==> src/rtl/cxu_pkg.sv <==
// rtl/cxu_pkg.sv - shared CXU-L2 types, status codes and standard function IDs
package cxu_pkg;

  localparam int CXU_CFID_W = 10;

  typedef logic [CXU_CFID_W-1:0] cfid_t;

  typedef enum logic [1:0] {
    CXU_OK          = 2'd0,
    CXU_ERROR_FUNC  = 2'd1,
    CXU_ERROR_STATE = 2'd2,
    CXU_ERROR_OFF   = 2'd3
  } cxu_status_t;

  typedef enum logic [1:0] {
    CXU_CS_OFF   = 2'd0,
    CXU_CS_INIT  = 2'd1,
    CXU_CS_CLEAN = 2'd2,
    CXU_CS_DIRTY = 2'd3
  } cxu_cs_t;

  typedef struct packed {
    logic [9:0] state_size;
    cxu_cs_t    cs;
  } cxu_csw_t;

  localparam cfid_t CXU_CFID_WRITE_STATE  = cfid_t'(1020);
  localparam cfid_t CXU_CFID_READ_STATE   = cfid_t'(1021);
  localparam cfid_t CXU_CFID_WRITE_STATUS = cfid_t'(1022);
  localparam cfid_t CXU_CFID_READ_STATUS  = cfid_t'(1023);

  // Every context of a block holds one accumulator word, so state_size is 1.
  function automatic cxu_csw_t make_csw(input cxu_cs_t cs);
    cxu_csw_t w;
    w.state_size = 10'd1;
    w.cs         = cs;
    return w;
  endfunction

endpackage

==> src/rtl/dotprod_lanes.sv <==
// rtl/dotprod_lanes.sv - one beat of LANES signed/unsigned element products, summed
module dotprod_lanes #(
  parameter int ELEM_W     = 8,
  parameter int LANES      = 2,
  parameter int CXU_DATA_W = 32
) (
  input  logic                      is_signed,
  input  logic [LANES*ELEM_W-1:0]   a,
  input  logic [LANES*ELEM_W-1:0]   b,
  output logic [CXU_DATA_W-1:0]     sum
);

  localparam int PW = 2*ELEM_W + 2;
  localparam int XW = (PW > CXU_DATA_W) ? PW : CXU_DATA_W;

  logic signed [ELEM_W:0] ea;
  logic signed [ELEM_W:0] eb;
  logic signed [PW-1:0]   prod;
  logic [XW-1:0]          acc;

  // One extra operand bit carries the sign (or zero) so a single signed
  // multiplier covers both modes; the size cast then sign-extends the product.
  always_comb begin
    acc  = '0;
    ea   = '0;
    eb   = '0;
    prod = '0;
    for (int i = 0; i < LANES; i++) begin
      ea   = {is_signed & a[i*ELEM_W+ELEM_W-1], a[i*ELEM_W +: ELEM_W]};
      eb   = {is_signed & b[i*ELEM_W+ELEM_W-1], b[i*ELEM_W +: ELEM_W]};
      prod = ea * eb;
      acc  = acc + XW'(prod);
    end
    sum = acc[CXU_DATA_W-1:0];
  end

endmodule

==> src/rtl/dotprod_l2_cxu.sv <==
// rtl/dotprod_l2_cxu.sv - multi-context, multi-beat dot-product CXU with L2 handshakes
module dotprod_l2_cxu
  import cxu_pkg::*;
#(
  parameter int CXU_N_CXUS     = 1,
  parameter int CXU_N_STATES   = 4,
  parameter int CXU_FUNC_ID_W  = 10,
  parameter int CXU_DATA_W     = 32,
  parameter int ELEM_W         = 8,
  parameter int LANES          = 2,
  parameter int CXU_CXU_ID_W   = (CXU_N_CXUS > 1) ? $clog2(CXU_N_CXUS) : 1,
  parameter int CXU_STATE_ID_W = (CXU_N_STATES > 1) ? $clog2(CXU_N_STATES) : 1
) (
  input  logic                      clk,
  input  logic                      rst,
  input  logic                      clk_en,
  input  logic                      req_valid,
  output logic                      req_ready,
  input  logic [CXU_CXU_ID_W-1:0]   req_cxu,
  input  logic [CXU_STATE_ID_W-1:0] req_state,
  input  logic [CXU_FUNC_ID_W-1:0]  req_func,
  input  logic [CXU_DATA_W-1:0]     req_data0,
  input  logic [CXU_DATA_W-1:0]     req_data1,
  output logic                      resp_valid,
  input  logic                      resp_ready,
  output cxu_status_t               resp_status,
  output logic [CXU_DATA_W-1:0]     resp_data
);

  localparam int E      = CXU_DATA_W / ELEM_W;
  localparam int B      = E / LANES;
  localparam int LW     = LANES * ELEM_W;
  localparam int BEAT_W = (B > 1) ? $clog2(B) : 1;
  localparam int IDX_W  = (CXU_N_STATES > 1) ? $clog2(CXU_N_STATES) : 1;
  localparam int CSW_W  = $bits(cxu_csw_t);

  typedef enum logic [1:0] {
    DP_UNSIGNED     = 2'd0,
    DP_ACC_UNSIGNED = 2'd1,
    DP_SIGNED       = 2'd2,
    DP_ACC_SIGNED   = 2'd3
  } dotprod_cfid_t;

  typedef enum logic [1:0] {
    ST_IDLE = 2'd0,
    ST_MAC  = 2'd1,
    ST_RESP = 2'd2
  } fsm_e;

  fsm_e                  state_q, state_d;
  dotprod_cfid_t         dp_q, dp_d;
  logic [IDX_W-1:0]      ctx_q, ctx_d;
  logic [CXU_DATA_W-1:0] data0_q, data0_d;
  logic [CXU_DATA_W-1:0] data1_q, data1_d;
  logic [BEAT_W-1:0]     beat_q, beat_d;
  logic [CXU_DATA_W-1:0] sum_q, sum_d;
  cxu_status_t           resp_status_q, resp_status_d;
  logic [CXU_DATA_W-1:0] resp_data_q, resp_data_d;
  cxu_cs_t               cs_q [CXU_N_STATES];
  cxu_cs_t               cs_d [CXU_N_STATES];
  logic [CXU_N_STATES-1:0] zacc_q, zacc_d;

  logic [CXU_DATA_W-1:0] acc_q [CXU_N_STATES];
  logic                  acc_we;
  logic [IDX_W-1:0]      acc_waddr;
  logic [CXU_DATA_W-1:0] acc_wdata;

  cfid_t                 req_cfid;
  logic                  state_ok;
  logic [IDX_W-1:0]      rd_idx;
  logic [CXU_DATA_W-1:0] acc_rd;
  cxu_cs_t               new_cs;
  logic                  lane_signed;
  logic [LW-1:0]         lane_a, lane_b;
  logic [CXU_DATA_W-1:0] lane_sum;
  logic [CXU_DATA_W-1:0] mac_result;
  logic                  unused_req_cxu;

  assign unused_req_cxu = ^req_cxu;

  assign req_cfid = cfid_t'(req_func);
  assign state_ok = int'(req_state) < CXU_N_STATES;
  assign rd_idx   = state_ok ? IDX_W'(req_state) : '0;
  assign acc_rd   = zacc_q[rd_idx] ? '0 : acc_q[rd_idx];
  assign new_cs   = cxu_cs_t'(req_data0[1:0]);

  assign lane_signed = (dp_q == DP_SIGNED) || (dp_q == DP_ACC_SIGNED);
  assign lane_a      = data0_q[int'(beat_q)*LW +: LW];
  assign lane_b      = data1_q[int'(beat_q)*LW +: LW];
  assign mac_result  = sum_q + lane_sum;

  dotprod_lanes #(
    .ELEM_W     (ELEM_W),
    .LANES      (LANES),
    .CXU_DATA_W (CXU_DATA_W)
  ) u_lanes (
    .is_signed (lane_signed),
    .a         (lane_a),
    .b         (lane_b),
    .sum       (lane_sum)
  );

  assign req_ready   = (state_q == ST_IDLE);
  assign resp_valid  = (state_q == ST_RESP);
  assign resp_status = resp_status_q;
  assign resp_data   = resp_data_q;

  always_comb begin
    state_d       = state_q;
    dp_d          = dp_q;
    ctx_d         = ctx_q;
    data0_d       = data0_q;
    data1_d       = data1_q;
    beat_d        = beat_q;
    sum_d         = sum_q;
    resp_status_d = resp_status_q;
    resp_data_d   = resp_data_q;
    cs_d          = cs_q;
    zacc_d        = zacc_q;
    acc_we        = 1'b0;
    acc_waddr     = ctx_q;
    acc_wdata     = mac_result;

    case (state_q)
      ST_IDLE: begin
        if (req_valid) begin
          dp_d          = dotprod_cfid_t'(req_cfid[1:0]);
          ctx_d         = rd_idx;
          data0_d       = req_data0;
          data1_d       = req_data1;
          beat_d        = '0;
          sum_d         = (dp_d == DP_ACC_UNSIGNED || dp_d == DP_ACC_SIGNED) ? acc_rd : '0;
          resp_status_d = CXU_OK;
          resp_data_d   = '0;
          state_d       = ST_RESP;
          if (!state_ok) begin
            resp_status_d = CXU_ERROR_STATE;
          end else if (cs_q[rd_idx] == CXU_CS_OFF &&
                       req_cfid != CXU_CFID_WRITE_STATUS &&
                       req_cfid != CXU_CFID_READ_STATUS) begin
            resp_status_d = CXU_ERROR_OFF;
          end else if (req_cfid < cfid_t'(4)) begin
            state_d = ST_MAC;
          end else begin
            // State/status functions commit here, on the way into RESP.
            case (req_cfid)
              CXU_CFID_WRITE_STATE: begin
                acc_we         = 1'b1;
                acc_waddr      = rd_idx;
                acc_wdata      = req_data0;
                zacc_d[rd_idx] = 1'b0;
                cs_d[rd_idx]   = CXU_CS_DIRTY;
              end
              CXU_CFID_READ_STATE: begin
                resp_data_d = acc_rd;
              end
              CXU_CFID_WRITE_STATUS: begin
                resp_data_d[CSW_W-1:0] = make_csw(cs_q[rd_idx]);
                cs_d[rd_idx]           = new_cs;
                if (new_cs == CXU_CS_OFF || new_cs == CXU_CS_INIT) begin
                  zacc_d[rd_idx] = 1'b1;
                end
              end
              CXU_CFID_READ_STATUS: begin
                resp_data_d[CSW_W-1:0] = make_csw(cs_q[rd_idx]);
              end
              default: begin
                resp_status_d = CXU_ERROR_FUNC;
              end
            endcase
          end
        end
      end
      ST_MAC: begin
        sum_d  = mac_result;
        beat_d = beat_q + BEAT_W'(1);
        if (beat_q == BEAT_W'(B-1)) begin
          acc_we        = 1'b1;
          zacc_d[ctx_q] = 1'b0;
          cs_d[ctx_q]   = CXU_CS_DIRTY;
          resp_data_d   = mac_result;
          resp_status_d = CXU_OK;
          state_d       = ST_RESP;
        end
      end
      ST_RESP: begin
        if (resp_ready) begin
          state_d = ST_IDLE;
        end
      end
      default: begin
        state_d = ST_IDLE;
      end
    endcase
  end

  always_ff @(posedge clk) begin
    if (rst) begin
      state_q       <= ST_IDLE;
      dp_q          <= DP_UNSIGNED;
      ctx_q         <= '0;
      data0_q       <= '0;
      data1_q       <= '0;
      beat_q        <= '0;
      sum_q         <= '0;
      resp_status_q <= CXU_OK;
      resp_data_q   <= '0;
      zacc_q        <= '1;
      for (int i = 0; i < CXU_N_STATES; i++) begin
        cs_q[i] <= CXU_CS_INIT;
      end
    end else if (clk_en) begin
      state_q       <= state_d;
      dp_q          <= dp_d;
      ctx_q         <= ctx_d;
      data0_q       <= data0_d;
      data1_q       <= data1_d;
      beat_q        <= beat_d;
      sum_q         <= sum_d;
      resp_status_q <= resp_status_d;
      resp_data_q   <= resp_data_d;
      zacc_q        <= zacc_d;
      cs_q          <= cs_d;
    end
  end

  // Accumulators carry no reset; zacc masks stale contents after reset.
  always_ff @(posedge clk) begin
    if (!rst && clk_en && acc_we) begin
      acc_q[acc_waddr] <= acc_wdata;
    end
  end

endmodule

==> config.mk <==
export PLATFORM = sky130hd
export DESIGN_NAME = dotprod_l2_cxu
export DESIGN_NICKNAME = d
export VERILOG_FILES = /design/src/rtl/cxu_pkg.sv /design/src/rtl/dotprod_lanes.sv /design/src/rtl/dotprod_l2_cxu.sv
export SDC_FILE = /design/constraint.sdc
export NUM_CORES = 1
export LEC_CHECK = 0
export BUFFER_PORTS_ARGS = -buffer_cell sky130_fd_sc_hd__buf_2
export CAP_MARGIN = 30
export CORE_ASPECT_RATIO = 1.4
export CORE_MARGIN = 5
export CORE_UTILIZATION = 40
export DETAILED_ROUTE_END_ITERATION = 8
export GPL_TIMING_DRIVEN = 0
export HOLD_SLACK_MARGIN = 0.05
export MAX_ROUTING_LAYER = met4
export PLACE_DENSITY = 0.56
export SYNTH_ARGS = -nofsm -noshare
export SYNTH_HDL_FRONTEND = slang
export SYNTH_SLANG_ARGS = --single-unit
==> constraint.sdc <==
create_clock -name clk -period 10.2 [get_ports clk]
set_input_delay 2.04 -clock clk [delete_from_list [all_inputs] [get_ports clk]]
set_output_delay 2.04 -clock clk [all_outputs]
set_load 0.1 [all_outputs]
==> results of run 1 <==
==> layer usage <==
metal  vias to the layer above  track usage (%)  share of wire, %
met3                       123             1.58               3.2
li1                       7147                -                 -
met2                       393             44.0                54
met4                         0             10.0               5.0
met5                         -                -                 0
met1                      7564             27.4                38
==> cell type report <==
cell class	count	area, sq um
plain buffers	94	379
multi-input cells	1448	12000
repair buffers	132	777
clock buffers	35	758
fillers	4794	26600
flip-flops and latches	276	6810
inverters	193	724
clock inverters	13	166
well taps	637	797
==> cells in the mapped netlist, types with 4 or more instances <==
library cell	instances	area share [%]
or2_2	17	0.54
nand3_1	11	0.28
a21o_1	18	0.68
nor4_1	5	0.16
and2_1	12	0.38
nand3b_1	6	0.23
o21bai_1	9	0.34
mux2_2	16	0.91
nor3_1	28	0.71
a211oi_1	48	1.8
xor2_1	13	0.58
ha_1	110	7.0
nor2b_1	43	1.4
xnor2_1	38	1.7
nand4_1	6	0.19
o21ai_1	4	0.10
a221oi_1	5	0.22
a211oi_2	4	0.25
a221o_1	5	0.25
fa_1	174	18
mux4_2	35	4.0
nand2_1	291	5.5
nand2b_1	20	0.63
clkbuf_1	76	1.4
o21ai_0	50	1.3
a21boi_0	4	0.15
buf_1	9	0.17
nor2_1	206	3.9
inv_1	193	3.7
o21a_1	8	0.30
buf_2	8	0.20
o22ai_1	6	0.19
a31oi_1	9	0.28
a21oi_1	150	3.8
a22oi_1	4	0.15
and3_1	8	0.25
mux2i_1	31	1.6
a311oi_1	8	0.35
dfxtp_1	148	15
edfxtp_1	128	19
==> worst max-delay path, delay by kind of cell (launching register included) <==
kind,cells,cell delay (ps)
simple gates,3,480
mux,1,410
buf+inv,9,1610
compound gates,10,2180
xor+xnor,2,380
flops,1,460
fa+ha+maj,9,3930
==> worst paths after layout <==
path | end | slack, ps
hold reg to reg | data0_q[5] | 460
setup reg to reg | acc_q[3][23] | 440
setup / recovery | acc_q[3][23] | 440
hold / removal | data0_q[5] | 460
==> placed cells by master, fill, tap and decap left out, types with 6 or more instances in the layout <==
cell type and n:
a211oi_1 47, a21o_1 18, a21oi_1 149, a311oi_1 8, a31oi_1 9, and2_1 12
and3_1 8, buf_2 121, buf_4 12, clkbuf_1 81, clkbuf_16 29, dfxtp_1 148
edfxtp_1 128, fa_1 174, ha_1 110, inv_1 194, mux2_2 16, mux2i_1 19
mux2i_2 7, mux4_2 35, nand2_1 291, nand2b_1 20, nand3_1 11, nand3b_1 6
nand4_1 6, nor2_1 202, nor2b_1 43, nor3_1 28, o21a_1 8, o21ai_0 44
o21ai_1 9, o21bai_1 9, o22ai_1 6, or2_2 17, xnor2_1 38, xor2_1 13
==> cell families (layout without fill, tap and decap cells) <==
group                      count (synthesis)  count (layout)  synth area share [%]
and+or+nand+nor                          665             665                  14.7
AOI/OAI and AO/OA                        364             364                  11.9
buffers and inverters                    287             467                  5.51
adders and majority gates                284             284                  24.6
DFF                                      276             276                  34.4
muxes                                     82              82                  6.47
xor gates and xnor gates                  53              53                  2.46
==> through the flow <==
stage	instance area, sq um	setup WS [ps]	std cells	util, %
after detailed placement	21400	-915	2779	43.6
final	22400	439	2828	45.8
after CTS	22300	8.37	2827	45.6
after global placement	21100	-1560	2761	43.1
after global routing	22400	5.79	2828	45.8
after floorplan	19800	1130	2011	-
==> power by group <==
part / total, mW / switching, mW / internal, mW
Combinational: 0.469 / 0.330 / 0.140
Clock: 1.05 / 0.426 / 0.624
Sequential: 1.22 / 0.0246 / 1.20
==> sequential cells by signal, indices dropped and copies added, names as in the netlist, named ones only <==
name	count
acc_q	128
data0_q	32
data1_q	32
resp_data	32
sum_q	32
cs_q	8
ctx_q	2
resp_status	2
state_q	2
beat_q	1
dp_q	1
==> what timing repair did <==
action,in CTS,in global routing
gates resized for setup,15,26
endpoints found under the setup margin,76,60
setup buffers,0,1
hold buffers,0,0
pin swaps,0,1
==> results.json, run 1 <==
{
  "cp-end-kind": "flip-flop",
  "critPathLaunchType": "flip-flop",
  "maxCapViolations": 0,
  "layout-drive-gt1-share_pct": 13.6,
  "num_rows": 96,
  "ys_warn_count": 0,
  "synthToLayoutAreaGrowth_pct": 13.5,
  "cp.arrival_ps": 10000,
  "htreeDepth": 1,
  "fp.dieArea_sq_mm": 0.0540,
  "synth_edf_count": 128,
  "postSynthCellCount": 2011,
  "ys_seq_area_share_pct": 34.4,
  "synth_area_sq_mm": 0.0198,
  "synthesis.nets": 2377,
  "drcViolationCount": 0,
  "grt_pass1_vias": 15900,
  "die_y_um": 273,
  "hold_viol": 0,
  "reg2reg_from": "beat_q",
  "setup_tns_ps": 0,
  "root_buffer": "clkbuf_16",
  "hp-class": "reg -> reg",
  "worst_ep_required_time_ps": 10440,
  "clkTransAtPathRegs_ps": 70,
  "cts_tree": "built",
  "min_path_cells": 2,
  "vias": 15200,
  "status": "completed",
  "insertion_delay_ps": 550,
  "cp_max_fo": 11,
  "setup.worst_path.start": "beat_q",
  "grt_usage_pct": 24.1,
  "p_leak_nw": 9.46,
  "core_sq_mm": 0.0490,
  "start_util_pct": 40.3,
  "synth_ff_type": "dfxtp_1",
  "synthArstFlopShare_pct": 0,
  "diodes": 0,
  "drt-initial-drc-count": 792,
  "whs_ps": 455,
  "numCtsBuffers": 26,
  "p_total_mw": 2.74,
  "fmax_ghz": 0.102,
  "maxSlewViolCount": 0,
  "grt_max_degree": 27,
  "antenna_left": 0,
  "chipWidth_um": 198,
  "timing.final.crit_share_pct": 95.7,
  "peakVddDrop_mv": 0.152,
  "clockBufferDepth": 3,
  "power.density_mw_per_mm2": 122,
  "gp_congestion": 0.942,
  "synth_cell_types": 74,
  "path_common_cell": "fa_1",
  "timing.slew.headroom_pct": 34.5,
  "nNetsFinal": 2537,
  "rr_worst_depth": 34,
  "wl_per_cell_um": 22.6,
  "hpwl_um": 53600,
  "fin_crit_ps": 9760,
  "wirelength_um": 64000,
  "slowest_delay_ps": 540,
  "rsz0062_at_grt": "no",
  "hp-start": "data0_q[5]",
  "critPathKind": "reg -> reg",
  "grt_pass1_wl_um": 96200,
  "synth.avg_cell_area_sq_um": 9.83,
  "cts.sinks": 276,
  "tightestPinTransition_ps": 977,
  "slowest_stage": "fa_1",
  "setup_viol": 0,
  "via_per_inst": 5.38,
  "grt_overflow": 0,
  "fin_worst_skew_ps": 14.1,
  "synth_seq_cells": 276,
  "antenna_found_initial": 0,
  "drtPass1Iterations": 5,
  "port_buffers": 113,
  "ioPinCount": 118
}
Power figures use the tool's default switching activity.
==> run 2: changes to the inputs <==
--- a/config.mk
+++ b/config.mk
@@ -17,4 +17,5 @@
 export PLACE_DENSITY = 0.56
 export SYNTH_ARGS = -nofsm -noshare
 export SYNTH_HDL_FRONTEND = slang
+export SYNTH_HIERARCHICAL = 1
 export SYNTH_SLANG_ARGS = --single-unit
==> run 2 against run 1 <==
Non-clock buffer count increased by 20. Worst setup slack got worse by 31 ps. Routed wire length decreased by 1.3%.
==> results.json, run 2 <==
{
  "synth_top_area_share_pct": 19.0,
  "grt_pass1_wl_um": 96500,
  "critPathLaunchType": "flip-flop",
  "synthToLayoutAreaGrowth_pct": 12.6,
  "start_util_pct": 40.4,
  "peakVddDrop_mv": 0.171,
  "nNetsFinal": 2579,
  "hpwl_um": 53000,
  "ys_top_cells_by_area": "edfxtp_1 (19%), fa_1 (17%), dfxtp_1 (15%)",
  "fp.dieArea_sq_mm": 0.0552,
  "synth_xor_area_share_pct": 2.41,
  "final_common_cell": "nand2_1",
  "synthesis.nets": 2431,
  "grt.met3_usage_pct": 1.81,
  "ys_seq_area_share_pct": 33.7,
  "setup_slack_ps": 408,
  "antenna_found_initial": 0,
  "setup_viol": 0,
  "use_met2_pct": 43.1,
  "grt_pass1_vias": 16300,
  "postSynthCellCount": 2067,
  "setup_tns_ps": 0,
  "largest_reg_flops": 128,
  "worst_ep_required_time_ps": 10500,
  "hold_viol": 0,
  "gr-usage-met1_pct": 26.9,
  "fin_util_pct": 45.5,
  "synth_fa_ha_area_share_pct": 23.9,
  "gp_congestion": 0.952,
  "busiest_layer": "met2",
  "fin_crit_ps": 9790,
  "maxSlewViolCount": 0,
  "layout-drive-gt1-share_pct": 14.7,
  "synth_top_family_by_area": "adder cells",
  "synth_ff_type": "dfxtp_1",
  "via_per_inst": 5.39,
  "root_buffer": "clkbuf_16",
  "cp.arrival_ps": 10090,
  "synthArstFlopShare_pct": 0,
  "slowest_stage": "fa_1",
  "clkTransAtPathRegs_ps": 70,
  "grt_overflow": 0,
  "vias": 15500,
  "drt-initial-drc-count": 1029,
  "numCtsBuffers": 27,
  "status": "completed",
  "fmax_ghz": 0.102,
  "synth_most_common_cell": "nand2_1",
  "synth_area_leader_cell": "edfxtp_1",
  "hp-class": "reg -> reg",
  "crit_buf_inv": 11,
  "p_leak_nw": 9.90,
  "timing.slew.headroom_pct": 43.3,
  "fillers": 4941,
  "ioPinCount": 118,
  "rsz0062_at_grt": "no",
  "cp_max_fo": 14,
  "synth_area_sq_mm": 0.0202,
  "drcViolationCount": 0,
  "synthSimpleGateAreaFrac_pct": 15.7,
  "num_rows": 97,
  "power.density_mw_per_mm2": 123,
  "insertion_delay_ps": 590,
  "synth_common_cells": "nand2_1 (338), inv_1 (179), a21oi_1 (174), fa_1 (173), dfxtp_1 (148)",
  "tightestPinTransition_ps": 851,
  "die_y_um": 276,
  "critPathKind": "reg -> reg",
  "fin_worst_skew_ps": 42.4,
  "synth_edf_count": 128,
  "diodes": 0,
  "port_buffers": 113,
  "wl_per_cell_um": 22.0,
  "cts.sinks": 276,
  "drtPass1Iterations": 5,
  "slowest_delay_ps": 580,
  "synthMuxAreaShare_pct": 5.79,
  "synth_seq_cells": 276,
  "ys_warn_count": 6,
  "synth_compound_area_share_pct": 11.8,
  "htreeDepth": 1,
  "cp-end-kind": "flip-flop",
  "place_ws_ps": -890,
  "synth.avg_cell_area_sq_um": 9.78,
  "largest-register": "acc_q",
  "path_common_cell": "fa_1",
  "wirelength_um": 63200,
  "core_sq_mm": 0.0500,
  "maxCapViolations": 0,
  "synth_cell_types": 85,
  "chipWidth_um": 200,
  "mostFrequentLayoutCells": "nand2_1 (337), inv_1 (179), fa_1 (173), a21oi_1 (168), dfxtp_1 (148)",
  "clockBufferDepth": 3,
  "grt_max_degree": 28,
  "cts_tree": "built",
  "antenna_left": 0,
  "cp_top_family": "adder cells",
  "grt_usage_pct": 23.6,
  "timing.final.crit_share_pct": 96.0
}
## run 2: power by group
part | total (mW) | internal, mW | switching (mW)
Sequential | 1.23 | 1.20 | 0.0244
Combinational | 0.470 | 0.140 | 0.330
Clock | 1.10 | 0.650 | 0.449
Total | 2.79 | 1.99 | 0.803
## run 2: per-stage QoR
step	cell area, sq um	instances	hold slack (ps)	power [mW]
global route	22800	2879	468	2.90
CTS	22700	2878	453	2.81
floorplan	20200	2067	433	1.55
detailed placement	21700	2828	444	1.72
global placement	21600	2823	439	1.71
finish	22800	2879	451	2.80
## run 2: tightest hold or removal path: stages, from the launching register on
cell	delay, ps
dfxtp_1	310
nand2_1	50
a21oi_1	50
## run 2: final cells by class
type	count	area (sq um)	share of cell area [%]
multi-input combinational	1482	12100	53.3
sequential	276	6810	29.9
tap	643	805	3.53
clock buffer	31	701	3.08
buffer	126	684	3.01
inverter	182	683	3.00
timing repair buffer	120	672	2.95
clock inverter	19	272	1.19
## run 2: path summary, 6_finish.rpt
path	from	slack, ps	endpoint	cells past startpoint
max	beat_q	410	acc_q[0][28]	36
min reg2reg	data1_q[21]	450	data1_q[21]	2
max reg2reg	beat_q	410	acc_q[0][28]	36
min	data1_q[21]	450	data1_q[21]	2
## run 2: cell families (layout without fill, tap and decap cells)
group	after synthesis	after routing
and+or+nand+nor	700	700
AOI/OAI and AO/OA	377	377
buffers and inverters	309	478
adders and majority gates	282	282
DFF	276	276
muxes	69	69
xor gates and xnor gates	54	54
## run 2: routing by layer
metal  vias to the layer above  part of all wire [%]  wire (um)
met5                         -                     0          0
met4                         0                   4.3       2740
met3                       120                   4.1       2580
met2                       435                    54      34300
met1                      7716                    37      23600
li1                       7249                     -          -
## run 2: repair_timing
action | 4_1_cts | 5_1_grt
setup endpoints to repair | 88 | 52
hold buffers | 0 | 0
resized for setup | 9 | 14
buffers inserted | 0 | 2
pin swaps | 0 | 2
